<file path="config.mk">
export PLATFORM = sky130hd
export DESIGN_NAME = alsu_pipe
export DESIGN_NICKNAME = d
export VERILOG_FILES = /design/src/rtl/alsu_pipe.sv
export SDC_FILE = /design/constraint.sdc
export NUM_CORES = 1
export LEC_CHECK = 0
export ABC_AREA = 1
export BUFFER_PORTS_ARGS = -buffer_cell sky130_fd_sc_hd__buf_2
export CAP_MARGIN = 20
export CELL_PAD_IN_SITES_DETAIL_PLACEMENT = 0
export CELL_PAD_IN_SITES_GLOBAL_PLACEMENT = 1
export CORE_MARGIN = 2
export CORE_UTILIZATION = 42
export DETAILED_ROUTE_END_ITERATION = 8
export GPL_TIMING_DRIVEN = 0
export PLACE_DENSITY_LB_ADDON = 0.25
export SLEW_MARGIN = 20
export SYNTH_ARGS = -nofsm -noshare
export SYNTH_HDL_FRONTEND = slang
export SYNTH_SLANG_ARGS = --single-unit
</file>
<file path="constraint.sdc">
create_clock -name clk -period 4.6 [get_ports clk]
set_clock_uncertainty 0.05 [all_clocks]
set_input_delay 0.46 -clock clk [delete_from_list [all_inputs] [get_ports clk]]
set_output_delay 0.46 -clock clk [all_outputs]
set_load 0.02 [all_outputs]
</file>
<file path="src/rtl/alsu_pipe.sv">
`default_nettype none
// ============================================================================
// Module      : alsu_pipe
// Description : Two-stage pipelined ALSU with generic operand width, valid
//               qualification, error strobe and a timed LED blink sequencer
//               for invalid operations.
// Revision    : 1.0 - initial release
// ============================================================================
module alsu_pipe #(
    parameter int WIDTH          = 3,
    parameter     INPUT_PRIORITY = "A",
    parameter int FULL_ADDER     = 1,
    parameter int LED_W          = 16,
    parameter int BLINK_PERIOD   = 4,
    parameter int BLINK_PULSES   = 2
) (
    input  logic                 clk,
    input  logic                 rst,
    input  logic                 in_valid,
    input  logic [WIDTH-1:0]     A,
    input  logic [WIDTH-1:0]     B,
    input  logic [2:0]           op,
    input  logic                 cin,
    input  logic                 serial_in,
    input  logic                 direction,
    input  logic                 red_op_A,
    input  logic                 red_op_B,
    input  logic                 bypass_A,
    input  logic                 bypass_B,
    output logic [2*WIDTH-1:0]   out,
    output logic                 out_valid,
    output logic                 err,
    output logic [LED_W-1:0]     leds,
    output logic                 blink_busy
);

    localparam int c_OUT_W = 2 * WIDTH;
    localparam bit c_PRI_B = (INPUT_PRIORITY == "B");
    localparam bit c_USE_CIN = (FULL_ADDER != 0);

    localparam logic [2:0] c_OP_AND = 3'b000;
    localparam logic [2:0] c_OP_XOR = 3'b001;
    localparam logic [2:0] c_OP_ADD = 3'b010;
    localparam logic [2:0] c_OP_MUL = 3'b011;
    localparam logic [2:0] c_OP_SHF = 3'b100;
    localparam logic [2:0] c_OP_ROT = 3'b101;

    localparam int c_CNT_W = (BLINK_PERIOD > 1) ? $clog2(BLINK_PERIOD) : 1;
    localparam int c_PUL_W = $clog2(BLINK_PULSES + 1);
    localparam logic [c_CNT_W-1:0] c_CNT_LAST = c_CNT_W'(BLINK_PERIOD - 1);
    localparam logic [c_PUL_W-1:0] c_PUL_DONE = c_PUL_W'(BLINK_PULSES);

    typedef enum logic [1:0] {
        S_IDLE = 2'd0,
        S_ON   = 2'd1,
        S_OFF  = 2'd2
    } blink_state_t;

    // stage-1 registers
    logic             r_v1;
    logic [WIDTH-1:0] r_a1;
    logic [WIDTH-1:0] r_b1;
    logic [2:0]       r_op1;
    logic             r_cin1;
    logic             r_ser1;
    logic             r_dir1;
    logic             r_red_a1;
    logic             r_red_b1;
    logic             r_byp_a1;
    logic             r_byp_b1;

    // stage-2 combinational results
    logic [c_OUT_W-1:0] w_result;
    logic               w_invalid;
    logic               w_trig;
    logic               w_red;
    logic [WIDTH-1:0]   w_red_src;
    logic               w_cin_eff;

    // blink sequencer
    blink_state_t       r_state;
    blink_state_t       w_state_nxt;
    logic [c_CNT_W-1:0] r_cnt;
    logic [c_CNT_W-1:0] w_cnt_nxt;
    logic [c_PUL_W-1:0] r_pulse;
    logic [c_PUL_W-1:0] w_pulse_nxt;
    logic [c_PUL_W-1:0] w_pulse_inc;

    // Capture every input, including the valid strobe, on each edge.
    always_ff @(posedge clk or posedge rst) begin
        if (rst) begin
            r_v1     <= 1'b0;
            r_a1     <= '0;
            r_b1     <= '0;
            r_op1    <= '0;
            r_cin1   <= 1'b0;
            r_ser1   <= 1'b0;
            r_dir1   <= 1'b0;
            r_red_a1 <= 1'b0;
            r_red_b1 <= 1'b0;
            r_byp_a1 <= 1'b0;
            r_byp_b1 <= 1'b0;
        end else begin
            r_v1     <= in_valid;
            r_a1     <= A;
            r_b1     <= B;
            r_op1    <= op;
            r_cin1   <= cin;
            r_ser1   <= serial_in;
            r_dir1   <= direction;
            r_red_a1 <= red_op_A;
            r_red_b1 <= red_op_B;
            r_byp_a1 <= bypass_A;
            r_byp_b1 <= bypass_B;
        end
    end

    // The priority operand decides both the first bypass and which reduction flag counts.
    assign w_red     = c_PRI_B ? r_red_b1 : r_red_a1;
    assign w_red_src = c_PRI_B ? r_b1 : r_a1;
    assign w_cin_eff = c_USE_CIN ? r_cin1 : 1'b0;

    // Stage-2 datapath: bypass priority, opcode decode and invalid detection.
    always_comb begin
        w_result  = '0;
        w_invalid = 1'b0;
        if (c_PRI_B ? r_byp_b1 : r_byp_a1) begin
            w_result = {{WIDTH{1'b0}}, (c_PRI_B ? r_b1 : r_a1)};
        end else if (c_PRI_B ? r_byp_a1 : r_byp_b1) begin
            w_result = {{WIDTH{1'b0}}, (c_PRI_B ? r_a1 : r_b1)};
        end else begin
            case (r_op1)
                c_OP_AND: w_result = w_red ? {{(c_OUT_W-1){1'b0}}, &w_red_src}
                                           : {{WIDTH{1'b0}}, r_a1 & r_b1};
                c_OP_XOR: w_result = w_red ? {{(c_OUT_W-1){1'b0}}, ^w_red_src}
                                           : {{WIDTH{1'b0}}, r_a1 ^ r_b1};
                c_OP_ADD: w_result = {{WIDTH{1'b0}}, r_a1} + {{WIDTH{1'b0}}, r_b1}
                                   + {{(c_OUT_W-1){1'b0}}, w_cin_eff};
                c_OP_MUL: w_result = {{WIDTH{1'b0}}, r_a1} * {{WIDTH{1'b0}}, r_b1};
                c_OP_SHF: w_result = r_dir1 ? {out[c_OUT_W-2:0], r_ser1}
                                            : {r_ser1, out[c_OUT_W-1:1]};
                c_OP_ROT: w_result = r_dir1 ? {out[c_OUT_W-2:0], out[c_OUT_W-1]}
                                            : {out[0], out[c_OUT_W-1:1]};
                default:  w_invalid = 1'b1;
            endcase
            // Both reductions at once is meaningless for the arithmetic/shift ops.
            if (r_red_a1 && r_red_b1 && (r_op1 >= c_OP_ADD) && (r_op1 <= c_OP_ROT)) begin
                w_invalid = 1'b1;
            end
            if (w_invalid) begin
                w_result = '0;
            end
        end
    end

    assign w_trig = r_v1 && w_invalid;

    // Result register and single-cycle status strobes; out holds when no op is valid.
    always_ff @(posedge clk or posedge rst) begin
        if (rst) begin
            out       <= '0;
            out_valid <= 1'b0;
            err       <= 1'b0;
        end else begin
            out_valid <= r_v1;
            err       <= w_trig;
            if (r_v1) begin
                out <= w_result;
            end
        end
    end

    // Sequencer state and counters.
    always_ff @(posedge clk or posedge rst) begin
        if (rst) begin
            r_state <= S_IDLE;
            r_cnt   <= '0;
            r_pulse <= '0;
        end else begin
            r_state <= w_state_nxt;
            r_cnt   <= w_cnt_nxt;
            r_pulse <= w_pulse_nxt;
        end
    end

    assign w_pulse_inc = r_pulse + 1'b1;

    // Sequencer next state: a trigger always restarts at ON with cleared counters.
    always_comb begin
        w_state_nxt = r_state;
        w_cnt_nxt   = r_cnt;
        w_pulse_nxt = r_pulse;
        if (w_trig) begin
            w_state_nxt = S_ON;
            w_cnt_nxt   = '0;
            w_pulse_nxt = '0;
        end else begin
            case (r_state)
                S_ON: begin
                    if (r_cnt == c_CNT_LAST) begin
                        w_state_nxt = S_OFF;
                        w_cnt_nxt   = '0;
                    end else begin
                        w_cnt_nxt = r_cnt + 1'b1;
                    end
                end
                S_OFF: begin
                    if (r_cnt == c_CNT_LAST) begin
                        w_cnt_nxt = '0;
                        if (w_pulse_inc == c_PUL_DONE) begin
                            w_state_nxt = S_IDLE;
                            w_pulse_nxt = '0;
                        end else begin
                            w_state_nxt = S_ON;
                            w_pulse_nxt = w_pulse_inc;
                        end
                    end else begin
                        w_cnt_nxt = r_cnt + 1'b1;
                    end
                end
                default: begin
                    w_state_nxt = S_IDLE;
                    w_cnt_nxt   = '0;
                    w_pulse_nxt = '0;
                end
            endcase
        end
    end

    // LEDs are decoded straight from the state so reset blanks them immediately.
    assign leds       = (r_state == S_ON) ? {LED_W{1'b1}} : {LED_W{1'b0}};
    assign blink_busy = (r_state != S_IDLE);

endmodule
`default_nettype wire

</file>
==> flow_summary.toml <==
[clock_network]
cts_tree = "done"
cts-resized-gates = 0
numCtsBuffers = 5
clk_pin_slew_worst_paths_ps = 70
clkLatencyLatePin_ps = 280
cts_buffer_depth = 2
clock_tree.root_cell = "clkbuf_8"
numClockSinks = 31
h-tree-depth = 2
cts_hold_buf = 0
postCtsSetupBuffers = 0

[pwr]
power_density_mw_per_mm2 = 274
clkPwrFrac_pct = 32.9
net-switching-power_w = 0.000182
p_sw_share_pct = 28.6
leakage_nw = 1.31
vdd_drop_max_mv = 0.162
cellInternalPower_w = 0.000455
p_seq_share_pct = 47.5
pwr-share-comb_pct = 19.6

[setup_path]
crit_type = "reg2reg"
crit_path_cell_trace = "ha_1 -> xnor2_1 -> ha_1 -> ha_1 -> fa_1 -> nand2_1 -> o21ai_0 -> o21ai_1 -> o21ai_0"
critPathArrivalTime_ps = 2450
cp-start-kind = "flip-flop"
cpPeakStageDelay_ps = 480
critPathRequiredTime_ps = 4710
worst-path-buf-inv = 0
r2r.worst_path.cells = 9
cpMostUsedCell = "ha_1"
crit_path_end_kind = "flip-flop"
crit_family = "adder cells"
critPathMaxFanout = 7
crit_cells = 9
crit_slowest_cell = "dfrtp_1"

[detailed_routing]
via_count = 1605
firstDrtPassIters = 4
wl_mm = 3.84
wire_per_inst_um = 11.2
drt_iter0_drc = 80
drcViolationCount = 0
vias_per_cell = 4.68
ant_nets = 0

[floorplan]
io_pins = 44
die_w_um = 72.2
row_count = 24
core_mm2 = 0.00441
initial_core_util_pct = 44.3
dieArea_mm2 = 0.00522
die_h_um = 72.2

[timing]
worst_pin_slew_ps = 640
clock.fmax_ghz = 0.428
setup_viol = 0
relSlewSlack_pct = 57.3
slew_violations = 0
final.setup.tns_ps = 0
min_period_over_period_pct = 50.8
rsz0062_at_grt = "no"
hold_viol = 0
fin_crit_ps = 2340

[final_layout]
drive_gt1_share_pct = 28.2
nets = 328
final_common_cell = "nand2_1"
area_growth_pct = 18.8
stdcell_count = 343
design_area_mm2 = 0.00232
multi_input_area_um2 = 926
regArea_um2 = 776
diodes = 0
final_cell_mix = "63 x nand2_1, 44 x buf_2, 31 x dfrtp_1"
fill_cells = 440

[synthesis]
yosysSeqAreaShare_pct = 39.7
syn_area_mm2 = 0.00196
synth-seq-cells = 31
syn_inst = 241
syn_avg_cell_area_um2 = 8.11
syn_nets = 278
ys_types = 29
yosysWarnings = 0

[place]
hpwl_mm = 3.06
dp.cells = 336
post_dp_cell_area_mm2 = 0.00224
io_buffers = 43
place_congestion = 0.848

[min_path]
min_path_type = "in2async"

[outcome]
outcome = "complete, no violations"

[global_route]
overflow = 0
antenna_found_initial = 0
first_global_vias = 1499
track_usage_pct = 16.8
grt_pass1_wl_mm = 6.77
grt_max_degree = 32

[run]
drv_cap = 0
==> final timing paths <==
path	from	endpoint	slack, ps
min in group clk	serial_in	r_ser1	230
min	rst	r_a1[2]	220
max	r_a1[1]	out[3]	2260
min reg2reg	r_cnt[0]	r_cnt[0]	390
max reg2reg	r_a1[1]	out[3]	2260
max in group asynchronous	rst	r_cin1	3860
==> cell families (layout without fill, tap and decap cells) <==
| kind of cell | Yosys count | after routing | synth area share (%) |
|---|---|---|---|
| AO/OA/AOI/OAI | 23 | 23 | 6.72 |
| AND/OR/NAND/NOR | 117 | 117 | 26.6 |
| XOR/XNOR | 3 | 3 | 1.34 |
| flip-flops | 31 | 31 | 39.7 |
| buffers and inverters | 49 | 99 | 13.0 |
| adder cells (fa/ha/maj) | 18 | 18 | 12.7 |
==> synth_stat cells (all sizes together) <==
cell    instances  share of area (%)
ha             15                9.6
nor2           32                7.8
a31oi           1               0.32
buf            17                6.6
xnor2           2               0.90
nand3          10                2.6
nor3            4                1.3
nand4           4                1.3
clkinv          1               0.19
a21oi           6                1.5
xor2            1               0.45
dfrtp          31                 40
o21bai          1               0.38
nor4            1               0.64
inv            31                6.2
fa              3                3.1
nand2          66                 13
o21ai          14                4.2
o22ai           1               0.32
==> final cells by class <==
class                           count  area share [%]
Tap cell                           52            2.80
Clock buffer                        6            3.55
Buffer                             17            5.55
Clock inverter                      1           0.215
Sequential cell                    31            33.4
Multi-Input combinational cell    161            39.8
Timing Repair Buffer               43            9.26
Inverter                           32            5.39
==> metrics by stage <==
step                      hold WS, ps  power [W]  worst slack, ps  util (%)
after floorplan                   342   0.000397             2410         -
after detailed placement          370   0.000434             2230      50.7
final                             218   0.000637             2260      52.6
after global placement            359   0.000434             2210      50.7
after CTS                         221   0.000648             2230      52.6
after global routing              215   0.000685             2090      52.6
==> state kept, by name, summed over array words and instances, names as in the netlist, 2 cells and up <==
register  count
out           6
r_a1          3
r_b1          3
r_cnt         2
r_op1         3
r_pulse       2
r_state       2
==> metal layers <==
layer | vias up | wire length [um] | track usage, %
li1 | 845 | - | -
met1 | 717 | 1830 | 23.8
met2 | 38 | 1820 | 25.3
met3 | 5 | 141 | 4.17
met4 | 0 | 50 | 5.45
met5 | - | 0 | 0
==> power groups by stage <==
stage	Sequential (W)	Combinational (W)	Clock [W]
6_report	0.000303	0.000125	0.000210
2_1_floorplan	0.000309	0.0000880	0
3_5_place_dp	0.000308	0.000126	0
5_1_grt	0.000305	0.000144	0.000235
4_1_cts	0.000303	0.000127	0.000219
3_3_place_gp	0.000307	0.000126	0
(Power assumes the default switching activity.)
